--- src/rtl/result_collector_pkg.sv ---
// Shared definitions for the serial result collector.
// State encodings, default widths and the x0 register index.
package result_collector_pkg;

   localparam int XLEN_DEF  = 32;
   localparam int CNT_W_DEF = 6;

   localparam logic [4:0] REG_ZERO = 5'd0;

   typedef enum logic [1:0] {
      ST_IDLE    = 2'd0,
      ST_COLLECT = 2'd1,
      ST_PAD     = 2'd2,
      ST_HOLD    = 2'd3
   } rc_state_t;

endpackage

--- src/rtl/result_collector_counter.sv ---
// Loadable up/down counter used as the captured-bit counter.
// Load has priority over counting.
module result_collector_counter #(
   parameter bit COUNT_DOWN  = 1'b0,
   parameter int COUNT_WIDTH = 6
) (
   input  logic                   clk,
   input  logic                   rst,
   input  logic                   load,
   input  logic [COUNT_WIDTH-1:0] load_val,
   input  logic                   count_en,
   output logic [COUNT_WIDTH-1:0] count
);

   // count register: reset, load or step
   always_ff @(posedge clk) begin
      if (rst) begin
         count <= '0;
      end else if (load) begin
         count <= load_val;
      end else if (count_en) begin
         if (COUNT_DOWN)
            count <= count - 1'b1;
         else
            count <= count + 1'b1;
      end
   end

endmodule

--- src/rtl/result_collector.sv ---
// Collects the LSB-first serial result bus into a word, pads short
// windows and offers the word to the register file over valid/ready.
module result_collector
   import result_collector_pkg::*;
#(
   parameter int XLEN  = XLEN_DEF,
   parameter int CNT_W = CNT_W_DEF
) (
   input  logic            clk,
   input  logic            rst,
   input  logic            start,
   input  logic [4:0]      rd_addr,
   input  logic            fill_sign,
   input  logic            bit_in,
   input  logic            bit_en,
   input  logic [5:0]      bit_pos,
   output logic            wb_valid,
   input  logic            wb_ready,
   output logic [XLEN-1:0] wb_data,
   output logic [4:0]      wb_addr,
   output logic            busy,
   output logic            overrun
);

   rc_state_t        state;
   logic [XLEN-1:0]  shreg;
   logic [4:0]       rd_q;
   logic             fill_q;
   logic             last_q;
   logic [CNT_W-1:0] count;

   logic             in_collect;
   logic             in_pad;
   logic             in_hold;
   logic             handshake;
   logic             restart;
   logic             accept;
   logic             step;
   logic             full;
   logic             shin;
   logic [XLEN-1:0]  shnext;
   logic             unused_pos;

   assign unused_pos = ^bit_pos[4:0];

   assign in_collect = (state == ST_COLLECT);
   assign in_pad     = (state == ST_PAD);
   assign in_hold    = (state == ST_HOLD);
   assign handshake  = in_hold & wb_ready;

   // a start is honoured in IDLE, COLLECT (abort) and on a HOLD handshake
   assign restart = start &
      ((state == ST_IDLE) | in_collect | handshake);

   assign accept = in_collect & bit_en & ~start;
   assign step   = (accept | in_pad) & (count != CNT_W'(XLEN));
   assign full   = step & (count == CNT_W'(XLEN - 1));

   // last_q is cleared on start, so a pad with no bits received is zero
   assign shin   = accept ? bit_in : (fill_q & last_q);
   assign shnext = {shin, shreg[XLEN-1:1]};

   result_collector_counter #(
      .COUNT_DOWN  (1'b0),
      .COUNT_WIDTH (CNT_W)
   ) u_cnt (
      .clk      (clk),
      .rst      (rst),
      .load     (restart),
      .load_val ('0),
      .count_en (step),
      .count    (count)
   );

   // control FSM with shift register and registered writeback outputs
   always_ff @(posedge clk) begin
      if (rst) begin
         state    <= ST_IDLE;
         shreg    <= '0;
         rd_q     <= '0;
         fill_q   <= 1'b0;
         last_q   <= 1'b0;
         wb_valid <= 1'b0;
         wb_data  <= '0;
         wb_addr  <= '0;
         busy     <= 1'b0;
         overrun  <= 1'b0;
      end else begin
         unique case (state)
            ST_IDLE: begin
               if (start) begin
                  state  <= ST_COLLECT;
                  shreg  <= '0;
                  last_q <= 1'b0;
                  rd_q   <= rd_addr;
                  fill_q <= fill_sign;
                  busy   <= 1'b1;
               end
            end
            ST_COLLECT: begin
               if (start) begin
                  shreg  <= '0;
                  last_q <= 1'b0;
                  rd_q   <= rd_addr;
                  fill_q <= fill_sign;
               end else begin
                  if (accept) begin
                     shreg  <= shnext;
                     last_q <= bit_in;
                  end
                  if (full) begin
                     busy <= 1'b0;
                     if (rd_q == REG_ZERO) begin
                        state <= ST_IDLE;
                     end else begin
                        state    <= ST_HOLD;
                        wb_valid <= 1'b1;
                        wb_data  <= shnext;
                        wb_addr  <= rd_q;
                     end
                  end else if (bit_pos[5]) begin
                     state <= ST_PAD;
                  end
               end
            end
            ST_PAD: begin
               if (step)
                  shreg <= shnext;
               if (full) begin
                  busy <= 1'b0;
                  if (rd_q == REG_ZERO) begin
                     state <= ST_IDLE;
                  end else begin
                     state    <= ST_HOLD;
                     wb_valid <= 1'b1;
                     wb_data  <= shnext;
                     wb_addr  <= rd_q;
                  end
               end
            end
            ST_HOLD: begin
               if (handshake) begin
                  wb_valid <= 1'b0;
                  if (start) begin
                     state  <= ST_COLLECT;
                     shreg  <= '0;
                     last_q <= 1'b0;
                     rd_q   <= rd_addr;
                     fill_q <= fill_sign;
                     busy   <= 1'b1;
                  end else begin
                     state <= ST_IDLE;
                  end
               end else if (start) begin
                  overrun <= 1'b1;
               end
            end
            default: state <= ST_IDLE;
         endcase
      end
   end

endmodule
--- config.mk ---
export PLATFORM = sky130hd
export DESIGN_NAME = result_collector
export DESIGN_NICKNAME = d
export VERILOG_FILES = /design/src/rtl/result_collector_pkg.sv /design/src/rtl/result_collector_counter.sv /design/src/rtl/result_collector.sv
export SDC_FILE = /design/constraint.sdc
export NUM_CORES = 1
export LEC_CHECK = 0
export ABC_AREA = 1
export CAP_MARGIN = 10
export CORE_ASPECT_RATIO = 0.9
export CORE_UTILIZATION = 40
export CTS_BUF_LIST = sky130_fd_sc_hd__clkbuf_8
export CTS_CLUSTER_DIAMETER = 50
export DETAILED_ROUTE_END_ITERATION = 7
export GPL_ROUTABILITY_DRIVEN = 0
export GPL_TIMING_DRIVEN = 1
export PLACE_DENSITY = 0.66
export SLEW_MARGIN = 20
export SYNTH_ARGS = -nofsm -noshare
export SYNTH_HDL_FRONTEND = slang
export SYNTH_SLANG_ARGS = --single-unit
--- constraint.sdc ---
create_clock -name clk -period 2.2 [get_ports clk]
set_input_delay 0.55 -clock clk [delete_from_list [all_inputs] [get_ports clk]]
set_output_delay 0.55 -clock clk [all_outputs]
set_load 0.03 [all_outputs]
==> results of run 1 <==
[flip-flops by register name, indices dropped and copies added, names as in the netlist]
name	count
wb_data	32
shreg	31
u_cnt.count	6
rd_q	5
wb_addr	5
state	2
busy	1
fill_q	1
last_q	1
overrun	1
wb_valid	1
[per-stage QoR]
step,cell area [µm²],worst slack (ns)
5_1_grt,4629,0.07517
2_1_floorplan,3710,0.5461
3_3_place_gp,4444,0.04378
3_5_place_dp,4444,0.01051
4_1_cts,4629,0.2075
6_report,4629,0.2192
[worst reg2reg max path, cell delays in order (launching register included)]
cell and delay, ns:
dfxtp_1 0.35, ha_1 0.24, inv_1 0.20, nor2_1 0.10, inv_1 0.08, o21ai_0 0.11, nor2_1 0.14, nand2_2 0.15
inv_2 0.11, buf_12 0.18, nand3_1 0.10, a21oi_1 0.16
[cells in the mapped netlist]
cell type / count / area (µm²)
clkbuf_1: 11 / 41.29
buf_2: 6 / 30.03
nand2_2: 3 / 18.77
xor2_1: 2 / 17.52
nand3_1: 40 / 200.2
nor2_1: 104 / 390.4
nand3_2: 1 / 10.01
a21oi_1: 40 / 200.2
inv_1: 64 / 240.2
o211ai_1: 2 / 15.01
nand3_4: 1 / 17.52
a31oi_1: 4 / 25.02
a211oi_1: 1 / 7.510
buf_6: 4 / 45.04
nand2_1: 125 / 469.2
nor2_2: 1 / 6.260
ha_1: 7 / 87.58
dfxtp_1: 86 / 1722
nand3b_1: 1 / 7.510
nor3_1: 2 / 10.01
nand4_1: 5 / 31.28
o21ai_0: 13 / 65.06
buf_4: 3 / 22.52
inv_2: 3 / 11.26
clkinv_1: 1 / 3.750
nor3b_1: 2 / 15.01
[metal layers]
| metal | global-route usage, % | vias to the layer above | part of all wire (%) |
|---|---|---|---|
| met5 | 0 | - | 0 |
| met4 | 6.884 | 0 | 1.9 |
| met3 | 3.415 | 11 | 4.0 |
| met2 | 30.31 | 67 | 46 |
| met1 | 22.22 | 1496 | 48 |
| li1 | - | 1759 | - |
[cells by family after synthesis]
kind of cell,synth area share [%]
XOR/XNOR,0.4723
buffers and inverters,10.62
AND/OR/NAND/NOR,31.70
flip-flops,46.41
AO/OA/AOI/OAI,8.431
adder cells (fa/ha/maj),2.361
[area by class of cell]
type,instances,area [µm²]
Clock buffer,10,137.6
Clock inverter,6,47.55
Fill cell,845,4139
Inverter,68,255.2
Multi-Input combinational cell,354,1598
Sequential cell,86,1722
Tap cell,119,148.9
Timing Repair Buffer,72,720.7
[final timing paths]
| kind | cells after the start | startpoint | slack, ns | end |
|---|---|---|---|---|
| worst max-delay path | 11 | state[1] | 0.22 | shreg[15] |
| worst min-delay path | 2 | fill_q | 0.45 | fill_q |
| worst min register to register | 2 | fill_q | 0.45 | fill_q |
| worst max register to register | 11 | state[1] | 0.22 | shreg[15] |
[report_power, final]
part           switching [mW]  internal (mW)
logic                   0.572          0.319
registers              0.0461           1.62
clock network           0.579          0.444
==> metrics.md, run 1 <==
| Metric | Value |
|---|---|
| Status | `complete, no violations` |
| RSZ-0062 raised after global routing | `false` |
| Slew at the pin with the worst max-slew slack | `0.3258 ns` |
| Maximum capacitance violations | `0` |
| Antenna violations before repair | `0` |
| Initial core utilization | `42.31%` |
| Yosys cell types | `26` |
| Sum of negative setup slack | `0 ns` |
| Total nets after synthesis | `557` |
| Ys Warns | `0` |
| Post-Place Cells | `699` |
| Worst-path clk slew | `0.08 ns` |
| Tot GR Track Use | `17.74%` |
| Port Buffers | `52` |
| Syn Area/Cell | `6.973 µm²` |
| Final hold violations | `0` |
| Die area | `9664 µm²` |
| Postcts setup bufs | `0` |
| Via count | `3,333` |
| Total CTS buffers | `9` |
| Antenna diode count | `0` |
| Die W | `103.5 µm` |
| Seq cells post-synth | `86` |
| H-Tree Level Count | `3` |
| Worst-Skew Late Latency | `0.35 ns` |
| Leakage power | `2.070 nW` |
| CTS tree | `yes` |
| Most frequent cells in the layout | `125 x nand2_1, 104 x nor2_1, 86 x dfxtp_1` |
| Max stage delay on crit path | `0.35 ns` |
| DR vias/cell | `4.662` |
| Slew HR | `78.11%` |
| Rows | `32` |
| I/O pins | `58` |
| Power per cell area | `772.3 nW/µm²` |
| Detail Route Antenna Nets | `0` |
| CTS max path bufs | `2` |
| Drt pass-1 iters | `4` |
| Area delta synth->final | `24.79%` |
| Post-DP HPWL | `5.610 mm` |
| Total Power | `3.575 mW` |
| Root Buffer | `clkbuf_8` |
| Tcrit/Tclk final | `90.04%` |
| Final setup skew | `0.01220 ns` |
| Period minus WS final | `1.981 ns` |
| Detailed Route WL | `8.012 mm` |
| CORE AREA | `8768 µm²` |
| CTS sink count | `86` |
| Arrival time at the worst endpoint | `2.25 ns` |
| DRC Markers | `0` |
| Worst hold slack | `0.4517 ns` |
| Largest net degree at the start of global routing | `35` |
| Crit-path cells | `ha_1 > inv_1 > nor2_1 > inv_1 > o21ai_0 > nor2_1 > nand2_2 > inv_2 > buf_12 > nand3_1 > a21oi_1` |
| Cells after synthesis | `532` |
| Non-Filler Instances | `715` |
| Drt initial violations | `152` |
| Crit path kind | `reg2reg` |
| Crit-path leading delay family | `buffers and inverters` |
| Slowest CP cell | `dfxtp_1` |
| WL/cell | `11.21 µm` |
| CP required | `2.47 ns` |
| Worst setup SP type | `flop` |
| Max-slew violation count | `0` |
| Share of cells above drive strength 1 | `7.718%` |
| HP Class | `reg2reg` |
| Vias in the first global route | `3,215` |
| Achievable Freq | `0.5048 GHz` |
| Sequential cell area fraction in the yosys report | `46.41%` |
| Post-Syn Area | `3710 µm²` |
| Final core utilization | `52.80%` |
| Worst Path Buf+Inv | `4` |
| Leading cell type in the layout, fill and taps excluded | `nand2_1` |
| Final setup fails | `0` |
| First-pass GRT wire length | `13.97 mm` |
| Critical Path Fanout Max | `31` |
| Die height | `93.36 µm` |
| Overflow after GRT | `0` |
| Cts hold-fix bufs | `0` |
| # nets final | `616` |
| VDD IR-drop max | `0.4323 mV` |
| Crit end category | `flop` |
| Post-CTS resize count | `0` |
No activity file was read; power rests on OpenSTA's default activity.
==> run 2: changes to the inputs <==
--- a/config.mk
+++ b/config.mk
@@ -5,7 +5,6 @@
 export SDC_FILE = /design/constraint.sdc
 export NUM_CORES = 1
 export LEC_CHECK = 0
-export ABC_AREA = 1
 export CAP_MARGIN = 10
 export CORE_ASPECT_RATIO = 0.9
 export CORE_UTILIZATION = 40
@@ -14,7 +13,9 @@
 export DETAILED_ROUTE_END_ITERATION = 7
 export GPL_ROUTABILITY_DRIVEN = 0
 export GPL_TIMING_DRIVEN = 1
+export MAX_ROUTING_LAYER = met4
 export PLACE_DENSITY = 0.66
+export SKIP_CTS_REPAIR_TIMING = 1
 export SLEW_MARGIN = 20
 export SYNTH_ARGS = -nofsm -noshare
 export SYNTH_HDL_FRONTEND = slang
==> metrics.md, run 2 <==
| Metric | Value |
|---|---|
| Drt initial violations | `266 (+75%)` |
| Post-synth EDFFs | `0 (unchanged)` |
| Die W | `105.2 µm (+1.6%)` |
| Post-Place Cells | `590 (-16%)` |
| Slew at the pin with the worst max-slew slack | `0.5162 ns (+0.1904 ns)` |
| Leakage power | `1.576 nW (-24%)` |
| Tot GR Track Use | `19.12% (+1.4 points)` |
| Most frequent cells in the layout | `86 x dfxtp_1, 75 x a21oi_1, 51 x clkdlybuf4s50_1` |
| DR vias/cell | `5.607 (+20%)` |
| Status | `complete, no violations` |
| Drt pass-1 iters | `5 (+1)` |
| Antenna violations before repair | `0 (unchanged)` |
| Leading cell type in the layout, fill and taps excluded | `dfxtp_1` |
| Worst-path clk slew | `0.09 ns (about the same)` |
| RR Endpoint | `u_cnt.count[5]` |
| WL/cell | `14.91 µm (+33%)` |
| VDD IR-drop max | `0.4606 mV (+6.5%)` |
| Tcrit/Tclk final | `92.87% (+2.8 points)` |
| Die area | `9980 µm² (+3.3%)` |
| Final core utilization | `51.07% (-1.7 points)` |
| Area occupied by registers | `1722 µm² (unchanged)` |
| Max stage delay on crit path | `0.39 ns (+0.04 ns)` |
| Crit path kind | `reg2reg` |
| Root Buffer | `clkbuf_8` |
| Via count | `3,381 (+1.4%)` |
| Port Buffers | `52 (unchanged)` |
| Seq cells post-synth | `86 (unchanged)` |
| Critical Path Fanout Max | `9 (-71%)` |
| Yosys cell types | `50 (+92%)` |
| Reg2reg path depth | `7 (-4)` |
| Cell taking the most area after synthesis | `dfxtp_1` |
| Antenna diode count | `0 (unchanged)` |
| Crit-path cells | `inv_1 > ha_1 > and3b_1 > buf_4 > o2111ai_1 > or3_1 > a21oi_1` |
| CP required | `2.49 ns (+0.02 ns)` |
| Detail Route Antenna Nets | `0 (unchanged)` |
| Final setup fails | `0 (unchanged)` |
| Achievable Freq | `0.4895 GHz (-3.0%)` |
| Worst r2r src | `state[1]` |
| Worst-Skew Late Latency | `0.36 ns (about the same)` |
| Slowest CP cell | `ha_1` |
| Top FF cell, synth | `dfxtp_1` |
| Largest register FFs | `32 (unchanged)` |
| Sequential cell area fraction in the yosys report | `44.91% (-1.5 points)` |
| First-pass GRT wire length | `14.85 mm (+6.3%)` |
| Initial core utilization | `41.64% (-0.67 points)` |
| Post-Syn Area | `3834 µm² (+3.3%)` |
| Vias in the first global route | `3,127 (-2.7%)` |
| Final setup skew | `0.01194 ns (-0.0002603 ns)` |
| HP Class | `reg2reg` |
| Area delta synth->final | `22.65%` |
| Reg2reg setup slack | `0.16 ns (-0.06 ns)` |
| Non-Filler Instances | `603 (-16%)` |
| CORE AREA | `9208 µm² (+5.0%)` |
| Overflow after GRT | `0 (unchanged)` |
| Placed Area | `4511 µm² (+1.5%)` |
| Fillers | `906 (+7.2%)` |
| Worst setup SP type | `flop` |
| CTS sink count | `86 (unchanged)` |
| Multi-input gate area in the final layout | `1804 µm² (+13%)` |
| Top-area cell type share of the netlist area | `44.91% (-1.5 points)` |
| Maximum capacitance violations | `0 (unchanged)` |
| Slew HR | `65.59% (-13 points)` |
| H-Tree Level Count | `3 (unchanged)` |
| Post-DP HPWL | `5.749 mm (+2.5%)` |
| Top-count cell post-synth | `dfxtp_1` |
| Synth top area cells | `dfxtp_1 45%, a21oi_1 9.8%, o21ai_0 5.4%` |
| Most flops, register | `wb_data` |
| # nets final | `504 (-18%)` |
| Worst slack, placed | `-0.02425 ns (-0.03476 ns)` |
| Max-slew violation count | `0 (unchanged)` |
| Cells after synthesis | `436 (-18%)` |
| Final standard cell area without fillers | `4702 µm² (+1.6%)` |
| DRC Markers | `0 (unchanged)` |
| Rows | `33 (+3.1%)` |
| RSZ-0062 raised after global routing | `false` |
| Crit end category | `flop` |
| CTS max path bufs | `2 (unchanged)` |
| Total nets after synthesis | `461 (-17%)` |
| Share of cells above drive strength 1 | `9.979% (+2.3 points)` |
| Worst setup endpoint | `u_cnt.count[5]` |
| Final hold violations | `0 (unchanged)` |
| Total CTS buffers | `9 (unchanged)` |
| Leading registers by flop count | `wb_data (32), shreg (31), u_cnt.count (6)` |
| Arrival time at the worst endpoint | `2.33 ns (+0.08 ns)` |
| Final WS setup | `0.1570 ns (-0.06224 ns)` |
| I/O pins | `58 (unchanged)` |
| Largest net degree at the start of global routing | `37 (+5.7%)` |
| Ys Warns | `0 (unchanged)` |
| Die height | `94.88 µm (+1.6%)` |
| Detailed Route WL | `8.990 mm (+12%)` |
| Syn Area/Cell | `8.793 µm² (+26%)` |
| Period minus WS final | `2.043 ns (+0.06224 ns)` |
| CTS tree | `yes` |
| CP startpoint | `state[1]` |
| Fraction of registers with async set/reset | `0% (unchanged)` |
| Top cells by count, synth | `86 x dfxtp_1, 75 x a21oi_1, 41 x o21ai_0` |
| Power per cell area | `841.9 nW/µm² (+9.0%)` |
## run 2: cell types whose count changed in the layout (fill, tap and decap cells not counted), sizes merged, moves of 4 or more
| cell | delta |
|---|---|
| a21oi | +35 |
| buf | +7 |
| clkinvlp | -4 |
| inv | -56 |
| mux2i | +8 |
| nand2 | -122 |
| nand3 | -5 |
| nand4 | +26 |
| nor2 | -92 |
| o21ai | +57 |
## run 2: metrics by stage
step	hold slack (ns)	setup TNS (ns)	total power, mW
2_1_floorplan	0.4403	0	2.506
3_3_place_gp	0.4603	0	2.815
3_5_place_dp	0.4597	-0.08276	2.843
4_1_cts	0.4741	0	3.971
5_1_grt	0.4972	0	4.116
6_report	0.4748	0	3.959
## run 2: cell families after synthesis
group                    after synthesis  synth area share [%]
flip-flops                            86                 44.91
multiplexers                           9                 2.480
AND/OR/NAND/NOR                      103                 15.57
adder cells (fa/ha/maj)                7                 2.284
XOR/XNOR                               4                0.9140
AO/OA/AOI/OAI                        172                 25.82
buffers and inverters                 55                 8.028
## run 2: worst min path at each step
stage	startpoint	end	slack, ns	cells after the start
finish	shreg[1]	wb_data[0]	0.47	2
floorplan	shreg[1]	wb_data[0]	0.44	2
CTS	shreg[1]	wb_data[0]	0.47	2
detailed placement	shreg[1]	wb_data[0]	0.46	2
global placement	shreg[1]	wb_data[0]	0.46	2
global route	shreg[1]	wb_data[0]	0.50	2
## run 2: power by group
group | total (mW) | switching (mW) | internal [mW] | leakage (nW)
Combinational | 1.17 | 0.710 | 0.463 | 0.778
Clock | 1.14 | 0.524 | 0.613 | 0.104
Sequential | 1.65 | 0.0466 | 1.60 | 0.694
Total | 3.96 | 1.28 | 2.68 | 1.58
## run 2: critical path, delay by kind of cell (launching register included)
family | cells | cell delay, ns
compound gates | 2 | 0.28
fa+ha+maj | 1 | 0.39
buf+inv | 2 | 0.29
flops | 1 | 0.34
simple gates | 2 | 0.66
## run 2: cell type report
class                      instances  share of cell area, %
inverter                           9                 0.7185
clock buffer                       9                  2.634
multi-input combinational        295                  38.37
sequential                        86                  36.62
tap                              122                  3.246
timing repair buffer              78                  16.98
clock inverter                     4                  1.437
## run 2: layer usage
metal	track usage [%]	wire length (µm)	share of wire, %
met5	-	0	0
met4	8.216	193	2.1
met3	3.037	321	3.6
met2	29.55	4022	45
met1	24.88	4452	50
